$ cat config.mk
export PLATFORM = sky130hd
export DESIGN_NAME = alu_md
export DESIGN_NICKNAME = d
export VERILOG_FILES = /design/src/rtl/alu_md_pkg.sv /design/src/rtl/alu_md_div.sv /design/src/rtl/alu_md.sv
export SDC_FILE = /design/constraint.sdc
export NUM_CORES = 2
export LEC_CHECK = 0
export ABC_AREA = 1
export CAP_MARGIN = 10
export CORE_ASPECT_RATIO = 1.2
export CORE_MARGIN = 8
export CORE_UTILIZATION = 50
export CTS_BUF_LIST = sky130_fd_sc_hd__clkbuf_8
export CTS_CLUSTER_SIZE = 28
export DETAILED_ROUTE_END_ITERATION = 8
export PLACE_DENSITY = 0.78
export SLEW_MARGIN = 20
export SYNTH_ARGS = -nofsm -noshare
export SYNTH_HDL_FRONTEND = slang
export SYNTH_HIERARCHICAL = 1
export SYNTH_SLANG_ARGS = --single-unit
$ cat constraint.sdc
create_clock -name clk -period 8.1 [get_ports clk]
set_input_delay 0.81 -clock clk [delete_from_list [all_inputs] [get_ports clk]]
set_output_delay 0.81 -clock clk [all_outputs]
set_load 0.01 [all_outputs]
$ cat src/rtl/alu_md_pkg.sv
// Shared definitions for alu_md: op encoding, FSM state type and op-class helpers.
package alu_md_pkg;

   localparam logic [4:0] OP_ADD    = 5'h00;
   localparam logic [4:0] OP_SUB    = 5'h01;
   localparam logic [4:0] OP_XOR    = 5'h02;
   localparam logic [4:0] OP_OR     = 5'h03;
   localparam logic [4:0] OP_AND    = 5'h04;
   localparam logic [4:0] OP_SLL    = 5'h05;
   localparam logic [4:0] OP_SRL    = 5'h06;
   localparam logic [4:0] OP_SRA    = 5'h07;
   localparam logic [4:0] OP_SLT    = 5'h08;
   localparam logic [4:0] OP_SLTU   = 5'h09;
   localparam logic [4:0] OP_BEQ    = 5'h0A;
   localparam logic [4:0] OP_BNE    = 5'h0B;
   localparam logic [4:0] OP_BLT    = 5'h0C;
   localparam logic [4:0] OP_BGE    = 5'h0D;
   localparam logic [4:0] OP_BLTU   = 5'h0E;
   localparam logic [4:0] OP_BGEU   = 5'h0F;
   localparam logic [4:0] OP_MUL    = 5'h10;
   localparam logic [4:0] OP_MULH   = 5'h11;
   localparam logic [4:0] OP_MULHSU = 5'h12;
   localparam logic [4:0] OP_MULHU  = 5'h13;
   localparam logic [4:0] OP_DIV    = 5'h14;
   localparam logic [4:0] OP_DIVU   = 5'h15;
   localparam logic [4:0] OP_REM    = 5'h16;
   localparam logic [4:0] OP_REMU   = 5'h17;

   typedef enum logic [1:0] {IDLE, BUSY, DONE} state_t;

   function automatic logic is_mul(input logic [4:0] op);
      return (op >= OP_MUL) && (op <= OP_MULHU);
   endfunction

   function automatic logic is_div(input logic [4:0] op);
      return (op >= OP_DIV) && (op <= OP_REMU);
   endfunction

endpackage

$ cat src/rtl/alu_md_div.sv
// Iterative restoring divider: one quotient bit per cycle, XLEN cycles total,
// signed operation on magnitudes with the sign applied to the final outputs.
module alu_md_div #(
   parameter int XLEN  = 32,
   parameter int CNT_W = $clog2(XLEN) + 1
) (
   input  logic            clk,
   input  logic            rst,
   input  logic            start,
   input  logic [XLEN-1:0] dividend,
   input  logic [XLEN-1:0] divisor,
   input  logic            is_signed,
   output logic            done,
   output logic [XLEN-1:0] quotient,
   output logic [XLEN-1:0] remainder
);

   logic [XLEN-1:0]  rem_q, quo_q, dsr_q, dvd_q;
   logic             neg_q, neg_r, dz_q, active;
   logic [CNT_W-1:0] cnt;

   logic             a_neg, b_neg, ge;
   logic [XLEN-1:0]  mag_a, mag_b, src_r, src_q, src_d, rem_n, quo_n;
   logic [XLEN:0]    shifted;
   logic [XLEN+1:0]  diff;

   // The start cycle already performs the first iteration on the fresh operands.
   always_comb begin
      a_neg   = is_signed & dividend[XLEN-1];
      b_neg   = is_signed & divisor[XLEN-1];
      mag_a   = a_neg ? -dividend : dividend;
      mag_b   = b_neg ? -divisor : divisor;
      src_r   = start ? '0 : rem_q;
      src_q   = start ? mag_a : quo_q;
      src_d   = start ? mag_b : dsr_q;
      shifted = {src_r, src_q[XLEN-1]};
      diff    = {1'b0, shifted} - {2'b00, src_d};
      ge      = ~diff[XLEN+1];
      rem_n   = ge ? diff[XLEN-1:0] : shifted[XLEN-1:0];
      quo_n   = {src_q[XLEN-2:0], ge};
   end

   always_ff @(posedge clk) begin
      if (rst) begin
         rem_q  <= '0;
         quo_q  <= '0;
         dsr_q  <= '0;
         dvd_q  <= '0;
         neg_q  <= 1'b0;
         neg_r  <= 1'b0;
         dz_q   <= 1'b0;
         active <= 1'b0;
         done   <= 1'b0;
         cnt    <= '0;
      end else begin
         done <= 1'b0;
         if (start) begin
            rem_q  <= rem_n;
            quo_q  <= quo_n;
            dsr_q  <= mag_b;
            dvd_q  <= dividend;
            neg_q  <= a_neg ^ b_neg;
            neg_r  <= a_neg;
            dz_q   <= (divisor == '0);
            cnt    <= CNT_W'(XLEN - 1);
            active <= 1'b1;
         end else if (active) begin
            rem_q <= rem_n;
            quo_q <= quo_n;
            cnt   <= cnt - 1'b1;
            if (cnt == CNT_W'(1)) begin
               active <= 1'b0;
               done   <= 1'b1;
            end
         end
      end
   end

   // Most-negative / -1 needs no special case: the magnitude quotient negates back to itself.
   always_comb begin
      quotient  = dz_q ? '1 : (neg_q ? -quo_q : quo_q);
      remainder = dz_q ? dvd_q : (neg_r ? -rem_q : rem_q);
   end

endmodule

$ cat src/rtl/alu_md.sv
// RV32I/RV64I ALU with M-extension multiply/divide behind a valid/ready handshake.
// Define ALU_MD_FAST_MUL_EN for a single-cycle multiplier instead of the iterative one.
module alu_md
   import alu_md_pkg::*;
#(
   parameter int XLEN  = 32,
   parameter int CNT_W = $clog2(XLEN) + 1
) (
   input  logic            clk,
   input  logic            rst,
   input  logic            in_valid,
   output logic            in_ready,
   input  logic [4:0]      op,
   input  logic [XLEN-1:0] data1_i,
   input  logic [XLEN-1:0] data2_i,
   output logic            out_valid,
   input  logic            out_ready,
   output logic [XLEN-1:0] result,
   output logic            br
);

   localparam int SHW = $clog2(XLEN);

   state_t          state;
   logic [4:0]      op_q;
   logic            accept, multi, finish;
   logic [XLEN-1:0] alu_res, sc_res, busy_res, div_res;
   logic            alu_br;

   logic            div_done;
   logic [XLEN-1:0] div_quo, div_rem;

   logic            ma_neg, mb_neg;
   logic [XLEN-1:0] mul_mag_a, mul_mag_b;

   assign in_ready = (state == IDLE);
   assign accept   = in_valid && (state == IDLE);

   always_comb begin
      alu_res = '0;
      alu_br  = 1'b0;
      case (op)
         OP_ADD:  alu_res = data1_i + data2_i;
         OP_SUB:  alu_res = data1_i - data2_i;
         OP_XOR:  alu_res = data1_i ^ data2_i;
         OP_OR:   alu_res = data1_i | data2_i;
         OP_AND:  alu_res = data1_i & data2_i;
         OP_SLL:  alu_res = data1_i << data2_i[SHW-1:0];
         OP_SRL:  alu_res = data1_i >> data2_i[SHW-1:0];
         OP_SRA:  alu_res = $signed(data1_i) >>> data2_i[SHW-1:0];
         OP_SLT:  alu_res = {{(XLEN-1){1'b0}}, $signed(data1_i) < $signed(data2_i)};
         OP_SLTU: alu_res = {{(XLEN-1){1'b0}}, data1_i < data2_i};
         OP_BEQ:  alu_br  = (data1_i == data2_i);
         OP_BNE:  alu_br  = (data1_i != data2_i);
         OP_BLT:  alu_br  = ($signed(data1_i) < $signed(data2_i));
         OP_BGE:  alu_br  = ($signed(data1_i) >= $signed(data2_i));
         OP_BLTU: alu_br  = (data1_i < data2_i);
         OP_BGEU: alu_br  = (data1_i >= data2_i);
         default: ;
      endcase
   end

   // Multiplies also run on magnitudes; the product is negated when the operand signs differ.
   always_comb begin
      ma_neg    = data1_i[XLEN-1] & ((op == OP_MULH) || (op == OP_MULHSU));
      mb_neg    = data2_i[XLEN-1] & (op == OP_MULH);
      mul_mag_a = ma_neg ? -data1_i : data1_i;
      mul_mag_b = mb_neg ? -data2_i : data2_i;
   end

   alu_md_div #(
      .XLEN  (XLEN),
      .CNT_W (CNT_W)
   ) u_div (
      .clk       (clk),
      .rst       (rst),
      .start     (accept && is_div(op)),
      .dividend  (data1_i),
      .divisor   (data2_i),
      .is_signed ((op == OP_DIV) || (op == OP_REM)),
      .done      (div_done),
      .quotient  (div_quo),
      .remainder (div_rem)
   );

   assign div_res = ((op_q == OP_DIV) || (op_q == OP_DIVU)) ? div_quo : div_rem;

`ifdef ALU_MD_FAST_MUL_EN
   logic [2*XLEN-1:0] prod_mag, prod;
   logic [XLEN-1:0]   mul_res;

   always_comb begin
      prod_mag = {{XLEN{1'b0}}, mul_mag_a} * {{XLEN{1'b0}}, mul_mag_b};
      prod     = (ma_neg ^ mb_neg) ? -prod_mag : prod_mag;
      mul_res  = (op == OP_MUL) ? prod[XLEN-1:0] : prod[2*XLEN-1:XLEN];
      sc_res   = is_mul(op) ? mul_res : alu_res;
      multi    = is_div(op);
      busy_res = div_res;
      finish   = div_done;
   end
`else
   logic [2*XLEN-1:0] acc, mcand, prod;
   logic [XLEN-1:0]   mplier, mul_res;
   logic              mneg;
   logic [CNT_W-1:0]  cnt;

   // Shift-add: bit 0 of the multiplier is consumed at acceptance, the rest in BUSY.
   always_ff @(posedge clk) begin
      if (rst) begin
         acc    <= '0;
         mcand  <= '0;
         mplier <= '0;
         mneg   <= 1'b0;
         cnt    <= '0;
      end else if (accept && is_mul(op)) begin
         acc    <= mul_mag_b[0] ? {{XLEN{1'b0}}, mul_mag_a} : '0;
         mcand  <= {{(XLEN-1){1'b0}}, mul_mag_a, 1'b0};
         mplier <= mul_mag_b >> 1;
         mneg   <= ma_neg ^ mb_neg;
         cnt    <= CNT_W'(XLEN - 1);
      end else if ((state == BUSY) && (cnt != '0)) begin
         if (mplier[0]) acc <= acc + mcand;
         mcand  <= mcand << 1;
         mplier <= mplier >> 1;
         cnt    <= cnt - 1'b1;
      end
   end

   always_comb begin
      prod     = mneg ? -acc : acc;
      mul_res  = (op_q == OP_MUL) ? prod[XLEN-1:0] : prod[2*XLEN-1:XLEN];
      sc_res   = alu_res;
      multi    = is_div(op) || is_mul(op);
      busy_res = is_div(op_q) ? div_res : mul_res;
      finish   = is_div(op_q) ? div_done : (cnt == '0);
   end
`endif

   always_ff @(posedge clk) begin
      if (rst) begin
         state     <= IDLE;
         op_q      <= '0;
         out_valid <= 1'b0;
         result    <= '0;
         br        <= 1'b0;
      end else begin
         case (state)
            IDLE: begin
               if (in_valid) begin
                  op_q <= op;
                  if (multi) begin
                     state <= BUSY;
                  end else begin
                     state     <= DONE;
                     out_valid <= 1'b1;
                     result    <= sc_res;
                     br        <= alu_br;
                  end
               end
            end
            BUSY: begin
               if (finish) begin
                  state     <= DONE;
                  out_valid <= 1'b1;
                  result    <= busy_res;
                  br        <= 1'b0;
               end
            end
            DONE: begin
               if (out_ready) begin
                  state     <= IDLE;
                  out_valid <= 1'b0;
               end
            end
            default: state <= IDLE;
         endcase
      end
   end

endmodule

==> results.txt <==
* Run status: finished clean
- During synthesis, Yosys emitted a total of 6 warnings.
- Final ANT Viol Nets: 0
* Number of hold buffers added after cts: 0
- In this run, post-CTS repair resized a total of 0 instances.
- CP max FO: 35
* Power density normalized to cell area: 188 mW/mm^2
- The multi-input combinational cells in the finished layout cover a total of 0.0285 sq mm.
- At the pin with the least slew margin, the transition time is 1.30 ns.
- Setup CP Type: in -> reg
* Iter 0 DRT Violations: 7766
- Number of enable-type register cells in the synthesized netlist: 0
* Nets@finish: 7442
* Maximum number of pins on one net before global-route repair: 112
- TritonCTS built the clock tree.
- Registers take 0.00691 sq mm.
* Post-route worst setup slack: 2.14 ns
* Post-Syn Nets: 7482
- Derived from the worst setup path, the maximum achievable clock frequency is 168 MHz.
* Top Family by Delay on Critical Path: simple AND/OR/NAND/NOR gates
- Clock Sink Count: 345
- GRT Util Overall: 44.7%
- The clock network accounts for 24.2% of the total power.
- The final layout contains routed wiring with a total length of 210000 um.
* Area growth, synth to finish: 7.64%
- After detailed routing, the number of remaining DRC violations is 0.
- Dividing the detail-routed via count by the number of cells gives 6.24.
* TritonCTS buffer count: 67
- Synthesis handed over a netlist of 7221 instances.
- Final number of max-transition violations: 0
- Starting utilization of the core area: 50.4%
- The tool flagged a number of max-cap violations equal to 0.
- The analysis attributes to net switching a power of 3.93 mW.
- Number of global-route vias before repair: 47100
- The finished layout holds 8268 standard cells, fillers aside.
- Together, buffers and inverters on the worst path number 7.
- Summed over all cells, the static leakage comes to 20.3 nW.
* Die W: 274 um
* Clock-pin slew on the worst setup and hold paths: 0.06 ns
- The congestion estimate from routability-driven global placement came to 1.12.
* Distinct cells, synth: 67
* Worst-skew pair later-pin latency: 0.70 ns
- Synthesis inferred 345 register bits.
* Hold Path Cell Cnt: 2
* Global-route wire length before repair: 302000 um
* Commonest non-fill, non-tap cells in the layout: sky130_fd_sc_hd__nand2_1, sky130_fd_sc_hd__nor2_1, sky130_fd_sc_hd__nand3_1
- Buffers placed on the I/O ports in this run total 107.
- Congestion Overflow GR: 0
- Commonest register cell after synthesis: sky130_fd_sc_hd__dfxtp_1
- Number of levels the H-tree was split into: 3
- Maximum root-to-sink buffer count: 3
- In this design, the stage delay of the slowest critical-path cell is 0.63 ns.
* HP Class: reg -> reg
- The cell that appears most often on the critical path is sky130_fd_sc_hd__nand2_1.
* Setup repair after global routing missed its margin: false
- During I/O placement, the number of pins put on the boundary was 108.
* Number of antenna violations at the first check in global routing: 10
* Clock tree root driver cell: sky130_fd_sc_hd__clkbuf_8
* Area of the die: 0.0892 sq mm
- Sequential power share: 26.1%
- In this run the vertical extent of the chip is 326 um.
- Data arrives at the worst endpoint at 6.52 ns.
* Core Footprint: 0.0792 sq mm
- Before CTS, the worst setup slack after placement is 1.71 ns.
* Switching Share: 48.7%
* Slowest stage cell, crit path: sky130_fd_sc_hd__clkdlybuf4s50_1
- Leaving out fill and tap cells, the most frequent cell in the layout is sky130_fd_sc_hd__nand2_1.
* Final worst-path cycle share: 73.5%
- R2r worst-path depth: 26
- Num rows: 113
* Comb pwr share: 49.7%
- CP Data Required Time: 8.66 ns
- Number of setup buffers added after CTS: 0
* Proportion of synthesized flip-flops having asynchronous set or reset: 0%
- After detailed routing, the average wire length per cell comes to 25.4 um.
* Share of final-layout standard cells stronger than drive strength 1: 5.62%
- Summing internal, switching and leakage power gives 8.06 mW.
- Critical path endpoint category: flop
- The final route contains 51600 vias.
- Min cycle time layout: 5.96 ns
- The wire-length estimate of the detail-placed layout is 163000 um.
* Sequential element share of the synthesized area: 17.3%
- Peak VDD IR: 0.000163 V
- Clock skew on the completed layout was measured at 0.0397 ns.
* Type of origin of the critical path: input pin
- Relative slew slack: 12.8%
- The first detailed-routing pass ran for 9 iterations.
- Internal power contribution: 4.14 mW
- Mapped cell area: 0.0399 sq mm
- Final setup violating endpoints: 0
- The filler cells instantiated in the layout total 8453.
- Logic depth of the worst setup path including buffers: 35
* Number of placed instances, taps included: 8147
* Final hold violation count: 0
* Setup TNS: 0 ns
* Avg Synthesized Cell Area: 5.53 sq um
## metal layers
layer | vias to the layer above | wire length [um] | global-route usage (%)
li1 | 23700 | - | -
met2 | 3567 | 86400 | 66.7
met5 | - | 99 | 0
met3 | 953 | 25600 | 12.1
met4 | 14 | 22000 | 37.3
met1 | 23400 | 76000 | 52.8
## cells in the mapped netlist, types with 28 or more instances
cell	number	area, sq um
sky130_fd_sc_hd__a31oi_1	50	313
sky130_fd_sc_hd__nor3_1	82	410
sky130_fd_sc_hd__o21bai_1	29	218
sky130_fd_sc_hd__nand2_2	33	206
sky130_fd_sc_hd__a21oi_1	587	2940
sky130_fd_sc_hd__ha_1	184	2300
sky130_fd_sc_hd__nand4_1	85	532
sky130_fd_sc_hd__inv_2	40	150
sky130_fd_sc_hd__nand3_1	831	4160
sky130_fd_sc_hd__buf_2	99	495
sky130_fd_sc_hd__nor2_1	841	3160
sky130_fd_sc_hd__dfxtp_1	345	6910
sky130_fd_sc_hd__xor2_1	91	797
sky130_fd_sc_hd__o21ai_0	567	2840
sky130_fd_sc_hd__clkbuf_1	147	552
sky130_fd_sc_hd__o211ai_1	51	383
sky130_fd_sc_hd__nand2_1	1938	7270
sky130_fd_sc_hd__inv_1	787	2950
sky130_fd_sc_hd__o21ai_1	36	180
sky130_fd_sc_hd__o22ai_1	34	213
sky130_fd_sc_hd__nor2_2	28	175
## metrics by stage
stage	utilization, %	instance area, sq um	hold slack, ns
after detailed placement	52.5	41500	0.440
after global routing	54.3	43000	0.464
after global placement	52.5	41500	0.431
after CTS	54.3	43000	0.431
after floorplan	-	39900	0.420
final	54.3	43000	0.444
## registers in the layout, indices dropped and copies added (netlist names)
| signal | flops |
|---|---|
| u_div/neg_r | 1 |
| br | 1 |
| state | 2 |
| u_div/active | 1 |
| u_div/dz_q | 1 |
| u_div/dvd_q | 32 |
| u_div/rem_q | 32 |
| mneg | 1 |
| cnt | 6 |
| mplier | 31 |
| mcand | 63 |
| result | 32 |
| op_q | 5 |
| u_div/done | 1 |
| u_div/dsr_q | 32 |
| u_div/cnt | 6 |
| u_div/neg_q | 1 |
| out_valid | 1 |
| acc | 64 |
| u_div/quo_q | 32 |
## worst reg2reg max path, delay by kind of cell (launching register included)
kind	cells	cell delay, ns
AOI/OAI and AO/OA	2	0.56
adders and majority gates	1	0.36
buffers and inverters	3	0.89
DFF	1	0.36
and+or+nand+nor	20	2.81
## worst paths after layout
path / start / to / slack (ns)
worst max-delay path: op[2] / u_div/rem_q[28] / 2.14
worst max register to register: state[0] / u_div/rem_q[28] / 3.00
worst min register to register: mcand[38] / mcand[39] / 0.44
worst min-delay path: mcand[38] / mcand[39] / 0.44
## cell families after synthesis
logic type / share of synthesized area [%]
simple gates: 43.4
compound gates: 19.7
buf+inv: 11.5
flops: 17.3
fa+ha+maj: 5.97
xor+xnor: 2.11
mux: 0.150
## power by group through the flow
stage,Sequential [mW],Combinational [mW],Clock (mW)
final,2.11,4.01,1.95
after global routing,2.12,4.30,2.03
after CTS,2.09,3.85,1.96
after detailed placement,2.12,3.83,0
after global placement,2.12,3.80,0
after floorplan,2.07,2.60,0
## final cells by class
type / instances / share of cell area (%)
Clock buffer: 82 / 2.63
Tap cell: 1035 / 3.01
Inverter: 835 / 7.32
Sequential cell: 345 / 16.1
Multi-Input combinational cell: 5739 / 66.3
Clock inverter: 36 / 0.710
Antenna cell: 3 / 0.0175
Timing Repair Buffer: 193 / 3.98
No activity file was read; power rests on OpenSTA's default activity.
